[src/rtl/xif_host_offloader.sv]
// Host side of CORE-V-XIF: takes upstream instructions, issues with rolling IDs, commits one cycle after accept, returns results as wb pulses.
// Backpressure: in_ready drops while an instruction is in flight, the ID window is full, or the next ID is still live; results are always accepted.
module xif_host_offloader #(
  parameter int X_ID_WIDTH      = 4,
  parameter int X_NUM_RS        = 2,
  parameter int X_RFR_WIDTH     = 32,
  parameter int X_RFW_WIDTH     = 32,
  parameter int XLEN            = 32,
  parameter int MAX_OUTSTANDING = 4
) (
  input  logic                               clk,
  input  logic                               rst,
  input  logic                               in_valid,
  output logic                               in_ready,
  input  logic [31:0]                        in_instr,
  input  logic [X_NUM_RS*X_RFR_WIDTH-1:0]    in_rs,
  input  logic                               in_kill,
  output logic                               issue_valid,
  input  logic                               issue_ready,
  output logic [31:0]                        issue_instr,
  output logic [X_ID_WIDTH-1:0]              issue_id,
  output logic [X_NUM_RS*X_RFR_WIDTH-1:0]    issue_rs,
  output logic [X_NUM_RS-1:0]                issue_rs_valid,
  input  logic                               issue_accept,
  input  logic                               issue_writeback,
  output logic                               commit_valid,
  output logic [X_ID_WIDTH-1:0]              commit_id,
  output logic                               commit_kill,
  input  logic                               result_valid,
  output logic                               result_ready,
  input  logic [X_ID_WIDTH-1:0]              result_id,
  input  logic [X_RFW_WIDTH-1:0]             result_data,
  input  logic [4:0]                         result_rd,
  input  logic [X_RFW_WIDTH/XLEN-1:0]        result_we,
  input  logic                               result_exc,
  output logic                               wb_valid,
  output logic [4:0]                         wb_rd,
  output logic [X_RFW_WIDTH-1:0]             wb_data,
  output logic                               wb_exc,
  output logic                               reject_pulse,
  output logic [$clog2(MAX_OUTSTANDING+1)-1:0] outstanding,
  output logic                               proto_err
);
  localparam int NID = 1 << X_ID_WIDTH;
  localparam int RSW = X_NUM_RS * X_RFR_WIDTH;
  localparam int CW  = $clog2(MAX_OUTSTANDING + 1);

  typedef enum logic [1:0] {IDLE, ISSUE, COMMIT} state_t;

  state_t                 state_q, state_d;
  logic [31:0]            instr_q, instr_d;
  logic [RSW-1:0]         rs_q, rs_d;
  logic                   kill_q, kill_d, wb_exp_q, wb_exp_d;
  logic [X_ID_WIDTH-1:0]  id_q, id_d, next_id_q, next_id_d;
  logic [NID-1:0]         bitmap_q, bitmap_d;
  logic [CW-1:0]          cnt_q, cnt_d;
  logic                   in_ready_q, in_ready_d, issue_valid_q, issue_valid_d;
  logic                   commit_valid_q, commit_valid_d, commit_kill_q, commit_kill_d;
  logic [X_ID_WIDTH-1:0]  commit_id_q, commit_id_d;
  logic                   reject_q, reject_d, proto_err_q, proto_err_d;
  logic                   wb_valid_q, wb_valid_d, wb_exc_q, wb_exc_d;
  logic [4:0]             wb_rd_q, wb_rd_d;
  logic [X_RFW_WIDTH-1:0] wb_data_q, wb_data_d;
  logic                   set_bit, clr_cmt, clr_res, res_ok;

  always_comb begin
    state_d        = state_q;
    instr_d        = instr_q;
    rs_d           = rs_q;
    kill_d         = kill_q;
    id_d           = id_q;
    next_id_d      = next_id_q;
    wb_exp_d       = wb_exp_q;
    issue_valid_d  = issue_valid_q;
    commit_valid_d = 1'b0;
    commit_id_d    = '0;
    commit_kill_d  = 1'b0;
    reject_d       = 1'b0;
    wb_valid_d     = 1'b0;
    wb_rd_d        = wb_rd_q;
    wb_data_d      = wb_data_q;
    wb_exc_d       = wb_exc_q;
    proto_err_d    = proto_err_q;
    set_bit        = 1'b0;
    clr_cmt        = 1'b0;
    clr_res        = 1'b0;

    case (state_q)
      IDLE: begin
        if (in_valid && in_ready_q) begin
          instr_d       = in_instr;
          rs_d          = in_rs;
          kill_d        = in_kill;
          id_d          = next_id_q;
          issue_valid_d = 1'b1;
          state_d       = ISSUE;
        end
      end
      ISSUE: begin
        if (issue_ready) begin
          issue_valid_d = 1'b0;
          next_id_d     = next_id_q + X_ID_WIDTH'(1);
          if (issue_accept) begin
            set_bit        = 1'b1;
            wb_exp_d       = issue_writeback;
            commit_valid_d = 1'b1;
            commit_id_d    = id_q;
            commit_kill_d  = kill_q;
            state_d        = COMMIT;
          end else begin
            reject_d = 1'b1;
            state_d  = IDLE;
          end
        end
      end
      COMMIT: begin
        clr_cmt = kill_q | ~wb_exp_q;
        state_d = IDLE;
      end
      default: state_d = IDLE;
    endcase

    // The ID being committed this cycle has not had its commit seen yet.
    res_ok = bitmap_q[result_id] && !(state_q == COMMIT && result_id == id_q);
    if (result_valid && result_ready) begin
      if (res_ok) begin
        clr_res    = 1'b1;
        wb_valid_d = |result_we;
        wb_rd_d    = result_rd;
        wb_data_d  = result_data;
        wb_exc_d   = result_exc;
      end else begin
        proto_err_d = 1'b1;
      end
    end

    bitmap_d = bitmap_q;
    if (set_bit) bitmap_d[id_q] = 1'b1;
    if (clr_cmt) bitmap_d[id_q] = 1'b0;
    if (clr_res) bitmap_d[result_id] = 1'b0;
    cnt_d = cnt_q + CW'(set_bit) - CW'(clr_cmt) - CW'(clr_res);

    in_ready_d = (state_d == IDLE) && (cnt_d < CW'(MAX_OUTSTANDING)) && !bitmap_d[next_id_d];
  end

  always_ff @(posedge clk or posedge rst) begin
    if (rst) begin
      state_q        <= IDLE;
      instr_q        <= '0;
      rs_q           <= '0;
      kill_q         <= 1'b0;
      id_q           <= '0;
      next_id_q      <= '0;
      wb_exp_q       <= 1'b0;
      bitmap_q       <= '0;
      cnt_q          <= '0;
      in_ready_q     <= 1'b0;
      issue_valid_q  <= 1'b0;
      commit_valid_q <= 1'b0;
      commit_id_q    <= '0;
      commit_kill_q  <= 1'b0;
      reject_q       <= 1'b0;
      proto_err_q    <= 1'b0;
      wb_valid_q     <= 1'b0;
      wb_rd_q        <= '0;
      wb_data_q      <= '0;
      wb_exc_q       <= 1'b0;
    end else begin
      state_q        <= state_d;
      instr_q        <= instr_d;
      rs_q           <= rs_d;
      kill_q         <= kill_d;
      id_q           <= id_d;
      next_id_q      <= next_id_d;
      wb_exp_q       <= wb_exp_d;
      bitmap_q       <= bitmap_d;
      cnt_q          <= cnt_d;
      in_ready_q     <= in_ready_d;
      issue_valid_q  <= issue_valid_d;
      commit_valid_q <= commit_valid_d;
      commit_id_q    <= commit_id_d;
      commit_kill_q  <= commit_kill_d;
      reject_q       <= reject_d;
      proto_err_q    <= proto_err_d;
      wb_valid_q     <= wb_valid_d;
      wb_rd_q        <= wb_rd_d;
      wb_data_q      <= wb_data_d;
      wb_exc_q       <= wb_exc_d;
    end
  end

  assign in_ready       = in_ready_q;
  assign issue_valid    = issue_valid_q;
  assign issue_instr    = instr_q;
  assign issue_id       = id_q;
  assign issue_rs       = rs_q;
  assign issue_rs_valid = {X_NUM_RS{issue_valid_q}};
  assign commit_valid   = commit_valid_q;
  assign commit_id      = commit_id_q;
  assign commit_kill    = commit_kill_q;
  assign result_ready   = ~rst;
  assign wb_valid       = wb_valid_q;
  assign wb_rd          = wb_rd_q;
  assign wb_data        = wb_data_q;
  assign wb_exc         = wb_exc_q;
  assign reject_pulse   = reject_q;
  assign outstanding    = cnt_q;
  assign proto_err      = proto_err_q;
endmodule
[config.mk]
export PLATFORM = sky130hd
export DESIGN_NAME = xif_host_offloader
export DESIGN_NICKNAME = d
export VERILOG_FILES = /design/src/rtl/xif_host_offloader.sv
export SDC_FILE = /design/constraint.sdc
export NUM_CORES = 1
export LEC_CHECK = 0
export ABC_CLOCK_PERIOD_IN_PS = 6800
export CORE_ASPECT_RATIO = 1.75
export CORE_UTILIZATION = 45
export CTS_BUF_LIST = sky130_fd_sc_hd__clkbuf_4
export DETAILED_ROUTE_END_ITERATION = 7
export GPL_TIMING_DRIVEN = 0
export PLACE_DENSITY = 0.85
export SYNTH_ARGS = -nofsm -noshare
export SYNTH_HDL_FRONTEND = slang
export SYNTH_SLANG_ARGS = --single-unit
[constraint.sdc]
create_clock -name clk -period 6.8 [get_ports clk]
set_input_delay 1.36 -clock clk [delete_from_list [all_inputs] [get_ports clk]]
set_output_delay 1.36 -clock clk [all_outputs]
set_load 0.05 [all_outputs]
==> impl_metrics.toml <==
[status]
run_status = "complete, no violations"

[routing]
drt-initial-drc-count = 240
ant_nets = 0
dr.pass1.iters = 6
wire_per_inst_um = 17.6
drcViolationCount = 0
vias = 5689
via_per_inst = 5.16
wirelength_mm = 19.4

[logic_synthesis]
syn-cell-area_sq_um = 7520
synth_seq_area_share_pct = 58.6
synth_compound_area_share_pct = 6.37
syn_inst = 546
synth_fp_nets = 698
synth_area_leaders = "dfrtp_1 59%, mux2_2 15%, mux2_1 5.7%"
synth_simple_gate_area_share_pct = 7.72
yosysTopAreaCellShare_pct = 58.6
ys_seq_elements = 176
synth_fa_ha_area_share_pct = 0.932
muxShareOfSynthArea_pct = 21.9
yosysTopAreaCell = "dfrtp_1"
synth_xor_area_share_pct = 1.26
async_flop_share_pct = 100
ys.flop_type = "dfrtp_1"
yosysWarnings = 0
synth_top_family_by_area = "multiplexers"
syn_avg_cell_area_sq_um = 13.8
synth-edff-count = 0
ys_types = 62

[final_layout]
drive_gt1_share_pct = 19.4
areaGrowthSynthToFinish_pct = 47.6
nFillCells = 1221
nNetsFinal = 1017
instances_no_fill = 1102
final_area_sq_um = 11100
seq_area_sq_um = 4400
multi_input_area_sq_um = 2870

[floorplanning]
core_sq_um = 16400
num_rows = 62
die_area_sq_um = 17200
dieWidth_um = 99.7
num_io_pins = 302
die-height_um = 173
initial_core_util_pct = 45.9

[grt]
grt_use_total_pct = 23.8
grt_pass1_vias = 6162
grt.overflow.total = 0
grt_pass1_wl_mm = 31.4
antenna_found_initial = 1
grt_max_degree = 92

[timing]
slew_headroom_pct = 55.0
tightest_slew_ns = 0.674
fin_crit_sh_pct = 75.2
setup_viol = 0
rsz0062_at_grt = "no"
layout_min_cycle_time_ns = 5.12
hold_viol_final = 0
timing.hold.ws_ns = 0.473
drv_slew = 0
tns_ns = 0
fin_skew_ns = 0.0215
max_freq_mhz = 195

[place]
postPlaceCellArea_sq_um = 10800
numPortBuffers = 299
place_congestion = 0.930
place_inst = 1070
hpwl_mm = 14.8

[power_and_ir_drop]
power_density_nw_per_um2 = 517
peakVddDrop_mv = 0.387
power.leakage_nw = 4.73

[critical_path]
slowest_stage = "clkdlybuf4s50_1"
path_max_fanout = 91
cp.required_ns = 5.44
critPathKind = "in2out"
worstPathArrival_ns = 3.76
critPathMaxStageDelay_ns = 0.89
cp_top_family = "buffers and inverters"
cp-end-kind = "primary output"
start_kind = "input pin"
crit_chain = "clkdlybuf4s50_1, inv_8, buf_16, clkdlybuf4s50_1"
critPathBufInv = 4
cpMostUsedCell = "clkdlybuf4s50_1"

[clock_tree]
clock_latency_ns = 0.56
path_clk_slew_ns = 0.15
clock-sinks = 176
ctsHoldBuffers = 0
ctsRootBufferMaster = "clkbuf_4"
cts-buffers-inserted = 17
ctsLongestPathBuffers = 2
ctsHtreeMaxLevel = 4
post_cts_buffers = 0
cts_tree = "built"
ctsResizeCount = 0

[worst_hold_path]
hp-class = "reg2reg"

[run]
cap_violations = 0
-- Yosys cell counts, types with 2 or more instances --
master and number:
dfrtp_1 176, clkbuf_1 13, a41oi_2 2, nand2b_1 5
a41oi_1 2, nor3b_1 3, buf_6 5, o22ai_1 13
nand2_1 18, a31o_2 4, o31a_1 2, buf_4 3
ha_1 4, mux2_2 101, nor3_1 11, buf_2 9
nor4_1 3, a31oi_1 10, a21o_1 5, o21ai_0 3
inv_1 16, nor2b_1 7, xor2_1 5, a21oi_1 7
nor2_1 12, a2bb2oi_1 2, a41o_1 2, nand3_1 11
nand4b_1 2, and3_1 5, and2_1 9, mux2i_1 6
xnor2_1 4, mux2_1 38
-- cells by family (layout without fill, tap and decap cells) --
kind of cell / after synthesis / in the layout
DFF: 176 / 176
muxes: 146 / 146
and+or+nand+nor: 98 / 98
AOI/OAI and AO/OA: 63 / 63
buffers and inverters: 48 / 379
xor gates and xnor gates: 10 / 10
adders and majority gates: 5 / 5
other: 0 / 1
-- power by group --
part	internal [mW]	switching, mW	leakage (nW)
Sequential	1.49	0.240	2.13
Combinational	1.25	2.17	2.45
Clock	0.216	0.369	0.142
Total	2.95	2.78	4.73
-- layout make-up --
cell class	instances	area share (%)
multi-input cells	322	25.9
clock inverters	14	1.27
well taps	224	2.53
flip-flops and latches	176	39.7
repair buffers	300	27.2
plain buffers	30	1.56
inverters	18	0.688
diodes	1	0.0225
clock buffers	17	1.15
-- metrics by stage --
| stage | setup slack (ns) | total power [mW] | util [%] |
|---|---|---|---|
| final | 1.68 | 5.74 | 67.8 |
| after global routing | 1.44 | 6.00 | 67.8 |
| after CTS | 1.59 | 5.79 | 67.8 |
| after detailed placement | 1.60 | 5.19 | 66.1 |
| after global placement | -3.06 | 5.13 | 65.9 |
| after floorplan | 0.182 | 3.99 | - |
-- flip-flops by register name (all words and copies together) (netlist names) --
signal and cells:
bitmap_q 16, commit_id 4, commit_kill 1, commit_valid 1, in_ready 1, issue_id 4, issue_instr 32, issue_rs 64
issue_valid 1, kill_q 1, next_id_q 4, outstanding 3, proto_err 1, reject_pulse 1, state_q 2, wb_data 32
wb_exc 1, wb_exp_q 1, wb_rd 5, wb_valid 1
-- path summary, 6_finish.rpt --
check | from | end | slack [ns] | cells after the start
worst max register to register | bitmap_q[4]$_DFF_PP0_ | in_ready$_DFF_PP0_ | 3.36 | 15
max in group asynchronous | rst | issue_id[3]$_DFFE_PP0P_ | 4.62 | 3
worst min register to register | proto_err$_DFFE_PP0P_ | proto_err$_DFFE_PP0P_ | 0.47 | 1
worst max-delay path | rst | result_ready | 1.68 | 4
worst min-delay path | proto_err$_DFFE_PP0P_ | proto_err$_DFFE_PP0P_ | 0.47 | 1
min in group asynchronous | rst | wb_data[18]$_DFFE_PP0N_ | 1.30 | 2
-- metal layers --
| layer | track usage, % | wire (um) |
|---|---|---|
| met5 | 0 | 0 |
| met4 | 13.2 | 874 |
| met3 | 6.35 | 1310 |
| met2 | 43.1 | 10600 |
| met1 | 24.1 | 6640 |
-- cells in the final DEF (no fill, tap or decap), types with 10 or more instances in the layout --
| cell type | netlist | final |
|---|---|---|
| mux2_2 | 101 | 101 |
| clkbuf_4 | 0 | 17 |
| nand3_1 | 11 | 11 |
| dfrtp_1 | 176 | 176 |
| clkbuf_1 | 13 | 13 |
| mux2_1 | 38 | 38 |
| nor2_1 | 12 | 12 |
| a31oi_1 | 10 | 10 |
| inv_1 | 16 | 15 |
| nand2_1 | 18 | 18 |
| nor3_1 | 11 | 11 |
| clkdlybuf4s50_1 | 0 | 299 |
| o22ai_1 | 13 | 13 |
No activity file was read; power rests on OpenSTA's default activity.
